--- config.mk ---
export PLATFORM = sky130hd
export DESIGN_NAME = booth_mul_arbiter
export DESIGN_NICKNAME = d
export VERILOG_FILES = /design/src/rtl/booth_mul_arbiter.sv
export SDC_FILE = /design/constraint.sdc
export NUM_CORES = 1
export LEC_CHECK = 0
export CORE_ASPECT_RATIO = 0.6
export CORE_MARGIN = 2
export CORE_UTILIZATION = 40
export DETAILED_ROUTE_END_ITERATION = 7
export PLACE_DENSITY = 0.76
export SETUP_SLACK_MARGIN = 0.3
export SYNTH_ARGS = -nofsm -noshare
export SYNTH_HDL_FRONTEND = slang
export SYNTH_SLANG_ARGS = --single-unit
--- constraint.sdc ---
create_clock -name clk -period 1.85 [get_ports clk]
set_clock_uncertainty 0.05 [all_clocks]
set_input_delay 0.2775 -clock clk [delete_from_list [all_inputs] [get_ports clk]]
set_output_delay 0.2775 -clock clk [all_outputs]
set_load 0.05 [all_outputs]
--- src/rtl/booth_mul_arbiter.sv ---
// booth_mul_arbiter
// -----------------
// Shares one sequential Booth multiplier among NREQ requesters with
// round-robin arbitration. The multiplier has a fixed latency and no
// done flag. Each job goes through these steps:
//   1. Grant one requester and latch its operands.
//   2. Pulse mul_start for one cycle.
//   3. Wait MUL_LAT cycles.
//   4. Capture mul_result.
//   5. Present the result to the owner over a valid/ready response.
//
// Ports
//   clk, n_rst          clock (rising edge), asynchronous active-low reset
//   req[NREQ]           request levels, held by each requester until its grant
//   req_m/req_q         packed operands, requester i at [i*OW +: OW]
//   gnt[NREQ]           one-hot single-cycle grant, combinational in IDLE
//   rsp_valid[NREQ]     one-hot response valid, for the owner of rsp_result
//   rsp_result[RW]      product returned to the owner
//   rsp_ready[NREQ]     response accept; only the owner's bit is looked at
//   busy                high whenever the FSM is not in IDLE
//   mul_start           start pulse to the multiplier
//   mul_m/mul_q         registered operands to the multiplier
//   mul_result[RW]      multiplier product
//
// Optional build macro: BOOTH_ARB_ZERO_BYPASS_EN.
//   When it is defined, a job whose granted multiplicand or multiplier is
//   zero goes straight to RESP with a zero result and never starts the
//   multiplier.

module booth_mul_arbiter #(
    parameter int NREQ    = 4,
    parameter int OW      = 5,
    parameter int RW      = 8,
    parameter int MUL_LAT = 6
) (
    input  logic               clk,
    input  logic               n_rst,
    input  logic [NREQ-1:0]    req,
    input  logic [NREQ*OW-1:0] req_m,
    input  logic [NREQ*OW-1:0] req_q,
    output logic [NREQ-1:0]    gnt,
    output logic [NREQ-1:0]    rsp_valid,
    output logic [RW-1:0]      rsp_result,
    input  logic [NREQ-1:0]    rsp_ready,
    output logic               busy,
    output logic               mul_start,
    output logic [OW-1:0]      mul_m,
    output logic [OW-1:0]      mul_q,
    input  logic [RW-1:0]      mul_result
);

    localparam int CW = $clog2(MUL_LAT) + 1;
    localparam int PW = (NREQ > 1) ? $clog2(NREQ) : 1;
    localparam logic [CW-1:0] CNT_LAST = CW'(MUL_LAT - 1);

    typedef enum logic [1:0] {IDLE, LAUNCH, WAIT, RESP} state_t;

    state_t          state_reg, state_next;
    logic [PW-1:0]   ptr_reg;
    logic [PW-1:0]   owner_reg;
    logic [CW-1:0]   cnt_reg;
    logic [OW-1:0]   mul_m_reg, mul_q_reg;
    logic [RW-1:0]   rsp_result_reg;

    // Unpacked operands and the mask of requesters strictly above the pointer
    logic [OW-1:0]   op_m [NREQ];
    logic [OW-1:0]   op_q [NREQ];
    logic [NREQ-1:0] above_mask;
    logic [NREQ-1:0] req_hi;
    logic [NREQ-1:0] pick_vec;
    logic [PW-1:0]   win_idx;
    logic [OW-1:0]   win_m, win_q;

    genvar gi;
    generate
        for (gi = 0; gi < NREQ; gi++) begin : g_unpack
            assign op_m[gi]       = req_m[gi*OW +: OW];
            assign op_q[gi]       = req_q[gi*OW +: OW];
            assign above_mask[gi] = (PW'(gi) > ptr_reg);
        end
    endgenerate

    // Round-robin: the lowest request above the pointer wins. If there is
    // none, wrap around and take the lowest request overall.
    assign req_hi   = req & above_mask;
    assign pick_vec = (|req_hi) ? req_hi : req;

    always_comb begin
        win_idx = '0;
        // Scan downwards so the lowest set bit is the last one written
        for (int k = NREQ - 1; k >= 0; k--) begin
            if (pick_vec[k]) begin
                win_idx = PW'(k);
            end
        end
    end

    assign win_m = op_m[win_idx];
    assign win_q = op_q[win_idx];

`ifdef BOOTH_ARB_ZERO_BYPASS_EN
    logic zero_op;
    assign zero_op = (win_m == '0) || (win_q == '0);
`endif

    // Next state and combinational outputs
    always_comb begin
        state_next = state_reg;
        gnt        = '0;
        rsp_valid  = '0;
        mul_start  = 1'b0;
        case (state_reg)
            IDLE: begin
                if (|req) begin
                    gnt[win_idx] = 1'b1;
`ifdef BOOTH_ARB_ZERO_BYPASS_EN
                    state_next = zero_op ? RESP : LAUNCH;
`else
                    state_next = LAUNCH;
`endif
                end
            end
            LAUNCH: begin
                mul_start  = 1'b1;
                state_next = WAIT;
            end
            WAIT: begin
                if (cnt_reg == CNT_LAST) begin
                    state_next = RESP;
                end
            end
            RESP: begin
                rsp_valid[owner_reg] = 1'b1;
                if (rsp_ready[owner_reg]) begin
                    state_next = IDLE;
                end
            end
            default: state_next = IDLE;
        endcase
        // The FSM rests in IDLE during reset. Without this gate, a held
        // req would still produce a grant while n_rst is low.
        if (!n_rst) begin
            gnt = '0;
        end
    end

    always_ff @(posedge clk or negedge n_rst) begin
        if (!n_rst) begin
            state_reg      <= IDLE;
            ptr_reg        <= PW'(NREQ - 1);
            owner_reg      <= '0;
            cnt_reg        <= '0;
            mul_m_reg      <= '0;
            mul_q_reg      <= '0;
            rsp_result_reg <= '0;
        end else begin
            state_reg <= state_next;
            case (state_reg)
                IDLE: begin
                    if (|req) begin
                        mul_m_reg <= win_m;
                        mul_q_reg <= win_q;
                        owner_reg <= win_idx;
                        ptr_reg   <= win_idx;
`ifdef BOOTH_ARB_ZERO_BYPASS_EN
                        if (zero_op) begin
                            rsp_result_reg <= '0;
                        end
`endif
                    end
                end
                LAUNCH: cnt_reg <= '0;
                WAIT: begin
                    cnt_reg <= cnt_reg + CW'(1);
                    if (cnt_reg == CNT_LAST) begin
                        rsp_result_reg <= mul_result;
                    end
                end
                default: ;
            endcase
        end
    end

    assign busy       = (state_reg != IDLE);
    assign mul_m      = mul_m_reg;
    assign mul_q      = mul_q_reg;
    assign rsp_result = rsp_result_reg;

endmodule

After elaboration in Yosys (flattened, before gate mapping)
Cells that the tools add are included.
{"block": "word_totals", "reg_bits": 28, "in_bits": 58, "out_inout_bits": 28, "wordCells": 63}
{"block": "op_classes", "n_lt_le_gt_ge": 9, "bitwise": 2, "add_sub_neg": 1, "eq_ne": 7, "muxes": 27, "n_reduce_logical": 10}
{"op": "5-bit binary-select mux with 2-bit select", "count": 2}
{"op": "4-bit 2-to-1 mux", "count": 5}
{"op": "5-bit 2-to-1 mux", "count": 4}
{"op": "2-bit 2-to-1 mux", "count": 7}
{"op": "2-bit case mux with 4 select lines", "count": 1}
{"op": "4-bit case mux with 2 select lines", "count": 1}
{"op": "4-bit OR reduction", "count": 2}
{"op": "2-bit by 3-bit less-than comparator with 1-bit output, second input constant", "count": 2}
{"op": "2-bit != test, second input constant", "count": 3}
{"op": "4-bit by 1-bit adder with 4-bit output, second input constant", "count": 1}
{"op": "4-bit bitwise AND", "count": 1}
{"op": "1-bit demux with 2-bit select", "count": 2}
{"op": "2-bit == test, second input constant", "count": 2}
{"op": "4-bit by 3-bit == test with 1-bit output, second input constant", "count": 1}
{"op": "2-bit by 1-bit greater-or-equal comparator with 1-bit output, second input constant", "count": 2}
{"op": "1-bit by 2-bit greater-than comparator with 1-bit output, first input constant", "count": 2}
{"op": "2-bit greater-than comparator, first input constant", "count": 2}
{"op": "1-bit 2-to-1 mux", "count": 4}
{"op": "2-bit AND reduction", "count": 2}
{"op": "2-bit nonzero test", "count": 2}
{"op": "3-bit greater-or-equal comparator, second input constant", "count": 1}
{"op": "2-bit inverter with 3-bit output", "count": 1}
{"op": "3-bit AND reduction", "count": 1}
{"op": "1-bit binary-select mux with 2-bit select", "count": 1}
{"op": "other kinds (3)", "count": 4}

Longest topological paths before layout
{"block": "depth", "depth_word": 15, "depth_mapped": 7, "mapped_depth_nobuf": 6}

Least setup slack after synthesis
Ideal clock, no wire load.
{"block": "synth_path", "path_kind": "register -> output", "from": "register state_reg[0]", "to": "output gnt[0]", "required_ns": 1.522, "stages_incl_launch_ff": 7, "slack_ns": -1.302, "n_path_buf": 0, "arrival_ns": 2.824, "cell_sequence": "dfrtp_1 > inv_1 > ha_1 > inv_1 > nor2_1 > nand3_1 > nor4_1"}
{"block": "synth_via", "elab_chain_len": 3}
{"item": "from (decl)", "line_no": "58", "rtl": "state_t state_reg, state_next;"}
{"item": "from (signal assigned)", "line_no": "157", "rtl": "state_reg <= state_next;"}
{"item": "2-bit logical NOT", "line_no": "112", "rtl": "case (state_reg)"}
{"item": "4-bit 2-to-1 mux", "line_no": "112"}
{"item": "4-bit 2-to-1 mux", "line_no": "142", "rtl": "if (!n_rst) begin"}
{"item": "to (decl)", "line_no": "41", "rtl": "output logic [NREQ-1:0] gnt,"}
No other way between the ends.

Worst setup path in the final report
{"block": "layout_path", "from": "register ptr_reg[1]", "to": "output gnt[0]"}
{"block": "layout_via", "elab_chain_len": 15, "word_cells_on_any_way": 19, "classes_between": "6 x order compare; 10 x mux; 1 x bitwise; 2 x reduce/logical"}
{"item": "from (decl)", "line_no": "59", "rtl": "logic [PW-1:0] ptr_reg;"}
{"item": "from (signal assigned)", "line_no": "150", "rtl": "ptr_reg <= PW'(NREQ - 1);"}
{"item": "from (signal assigned)", "line_no": "164", "rtl": "ptr_reg <= win_idx;"}
{"item": "1-bit by 2-bit greater-than comparator with 1-bit output / 2-bit greater-than comparator (equally long branches)", "line_no": "79", "rtl": "assign above_mask[gi] = (PW'(gi) > ptr_reg);"}
{"item": "4-bit bitwise AND *", "line_no": "85", "rtl": "assign req_hi = req & above_mask;"}
{"item": "4-bit OR reduction", "line_no": "86", "rtl": "assign pick_vec = (|req_hi) ? req_hi : req;"}
{"item": "4-bit 2-to-1 mux *", "line_no": "86"}
{"item": "2-bit 2-to-1 mux (3 in a row)", "line_no": "92", "rtl": "if (pick_vec[k]) begin"}
{"item": "2-bit 2-to-1 mux *", "line_no": "92"}
{"item": "2-bit by 3-bit less-than comparator with 1-bit output (implied by the code) / 2-bit by 1-bit greater-or-equal comparator with 1-bit output (equally long branches)", "line_no": "115", "rtl": "gnt[win_idx] = 1'b1;"}
{"item": "1-bit logical AND (implied by the code)", "line_no": "115"}
{"item": "1-bit 2-to-1 mux (implied by the code)", "line_no": "115"}
{"item": "1-bit demux with 2-bit select *", "line_no": "115"}
{"item": "4-bit 2-to-1 mux *", "line_no": "114", "rtl": "if (|req) begin"}
{"item": "4-bit 2-to-1 mux *", "line_no": "112"}
{"item": "4-bit 2-to-1 mux *", "line_no": "142"}
Every way passes the cells marked *; elsewhere a longest branch is shown, timed or not.

==> impl_metrics.toml <==
[routing]
detail-route-antenna-nets = 0
post_drt_wl_per_cell_um = 22.0
drt-initial-drc-count = 190
vias = 2181
wl_mm = 8.21
firstDrtPassIters = 4
vias_per_cell = 5.85
drc = 0

[logic_synthesis]
yosysWarnings = 0
synth_seq_cells = 28
yosysTopAreaCell = "dfrtp_1"
yosysMostFrequentCell = "dfrtp_1"
postSynthCellCount = 173
synth_area_leaders = "dfrtp_1 (38%), mux2_2 (6.0%), mux2i_1 (5.9%)"
syn_avg_cell_area_um2 = 9.78
seq_area_frac_synth_pct = 41.6
netlist_area_um2 = 1690
netlist.area_leader.share_pct = 38.5
synth_nets = 238
async_reset_ff_share_pct = 100
synth_common_cells = "dfrtp_1 (26), o21ai_0 (20), nor2_1 (17)"
synth-main-ff-cell = "dfrtp_1"
ys_types = 33
synth_edf_count = 0

[layout]
syn_to_final_growth_pct = 118
diodes = 0
final_area_um2 = 3690
drive_gt1_share_pct = 49.2
nets = 379
largest_reg_flops = 8
fin_cells = 373
post-route-util_pct = 90.5
fillCellCount = 161

[timing]
fin_ws_ns = -0.340
fmax_mhz = 457
slew_violations = 0
setup_viol = 21
relSlewSlack_pct = 66.3
rsz0062_at_grt = "true"
finalCritPeriodShare_pct = 118
hold_viol = 0
finalCriticalPeriod_ns = 2.19
worstMarginPinSlew_ns = 0.508

[global_routing]
grt_pass1_wl_mm = 10.4
antenna_found_initial = 0
grt_max_degree = 29
overflow = 0
grt_pass1_vias = 2044
track_usage_pct = 29.7

[critical_path]
crit_path_end = "gnt[0]"
path_class = "flip-flop to output port"
cp_max_fo = 4
endpoint_kind = "output port"
r2r_start = "ptr_reg[0]$_DFFE_PN1P_"
startpoint_type = "flip-flop"
rr_worst_depth = 8
arrival_ns = 1.86
timing.rr.end = "mul_m[4]$_DFFE_PN0P_"
reg2reg_slack_ns = -0.28
startpoint = "ptr_reg[1]$_DFFE_PN1P_"
cp.required_ns = 1.52

[power]
p_leak_nw = 1.58
powerDensity_nw_per_um2 = 1660
ir_drop_v = 0.00110

[min_path]
min_path_type = "flip-flop to flip-flop"

[cts]
cts_tree = "built"
clk_pin_slew_ns = 0.11
cts_made_buffers = 3
root_buffer = "clkbuf_8"
cts_hold_repair.buffers = 0
htree_levels = 1
cts_sinks = 28
clk_latency_ns = 0.28
clk_path_buf_depth = 2

[placement]
place_area_um2 = 2970
dp.cells = 338
port_buffers = 85
pre_cts_ws_ns = -0.496
routabilityCongestion = 0.798
dpl.hpwl_mm = 4.06

[outcome]
status = "finished with violations"
violations = "negative setup slack"

[die]
ios = 86
coreArea_um2 = 4080
num_rows = 18
die_x_um = 88.0
start_util_pct = 41.5
dieArea_um2 = 4780
die_h_um = 54.4

[flow_run]
drv_cap = 0
[kinds of logic after synthesis]
kind of cell	Yosys count	share of synthesized area, %
flops	28	41.6
buf+inv	18	5.10
simple gates	48	14.7
fa+ha+maj	7	5.18
compound gates	52	20.2
mux	20	13.2
[how the worst min path moves through the flow]
stage | start | slack, ns | end | cells past startpoint
global placement | rsp_result[1]$_DFFE_PN0P_ | 0.44 | rsp_result[1]$_DFFE_PN0P_ | 1
CTS | rsp_result[0]$_DFFE_PN0P_ | 0.47 | rsp_result[0]$_DFFE_PN0P_ | 1
detailed placement | rsp_result[3]$_DFFE_PN0P_ | 0.44 | rsp_result[3]$_DFFE_PN0P_ | 1
global route | rsp_result[4]$_DFFE_PN0P_ | 0.48 | rsp_result[4]$_DFFE_PN0P_ | 1
finish | rsp_result[0]$_DFFE_PN0P_ | 0.46 | rsp_result[0]$_DFFE_PN0P_ | 1
floorplan | n_rst | -0.07 | cnt_reg[0]$_DFFE_PN0P_ | 0
[layer usage]
layer / track usage, % / share of wire [%] / vias up
met5: 0 / 0 / -
met4: 11.0 / 3.8 / 0
met3: 8.60 / 11 / 36
met2: 47.3 / 45 / 168
met1: 38.9 / 40 / 1055
li1: - / - / 922
[report_power, final]
part	total, W	switching [W]	internal (W)
Sequential	0.00111	0.000234	0.000875
Clock	0.000405	0.000214	0.000191
Combinational	0.00461	0.00247	0.00214
Total	0.00613	0.00292	0.00320
[critical path, cell delays in order, from the launching register on]
cell and delay, ns:
dfstp_2 0.60, o21ai_2 0.11, nand2b_1 0.20, o221ai_2 0.12, nand3_4 0.14, nor4_4 0.23, buf_12 0.18
[repair_timing]
action / 4_1_cts / 5_1_grt
setup endpoints to repair: 44 / 40
gates cloned: 1 / 0
pin swaps: 20 / 16
buffers inserted: 19 / 11
resized for setup: 101 / 33
[final cells by class]
cell class	count	area, um2	share of cell area, %
inverter	9	40.0	1.09
tap	60	75.1	2.04
multi-input combinational	127	1310	35.6
sequential	28	704	19.1
clock buffer	4	55.1	1.49
timing repair buffer	145	1500	40.7
[through the flow]
step / hold WS [ns] / setup TNS, ns / total power, W
floorplan: -0.0681 / -0.767 / 0.00298
global placement: 0.435 / -6.78 / 0.00420
detailed placement: 0.445 / -7.93 / 0.00427
CTS: 0.468 / -0.941 / 0.00541
global route: 0.481 / -4.56 / 0.00633
finish: 0.463 / -3.82 / 0.00613
[cell usage in the layout, fill, tap and decap left out, types with 4 or more instances in the layout]
cell type / instances
clkdlybuf4s50_1: 53
dlygate4sd2_1: 5
buf_6: 25
buf_4: 40
dfrtp_1: 25
clkbuf_8: 4
mux2i_1: 7
inv_1: 4
nand3_1: 4
buf_12: 12
nor2_4: 4
o22ai_1: 8
o21ai_0: 16
ha_4: 4
mux2_4: 9
a221oi_2: 6
nand2_1: 7
nor2_1: 13
(Power assumes the default switching activity.)
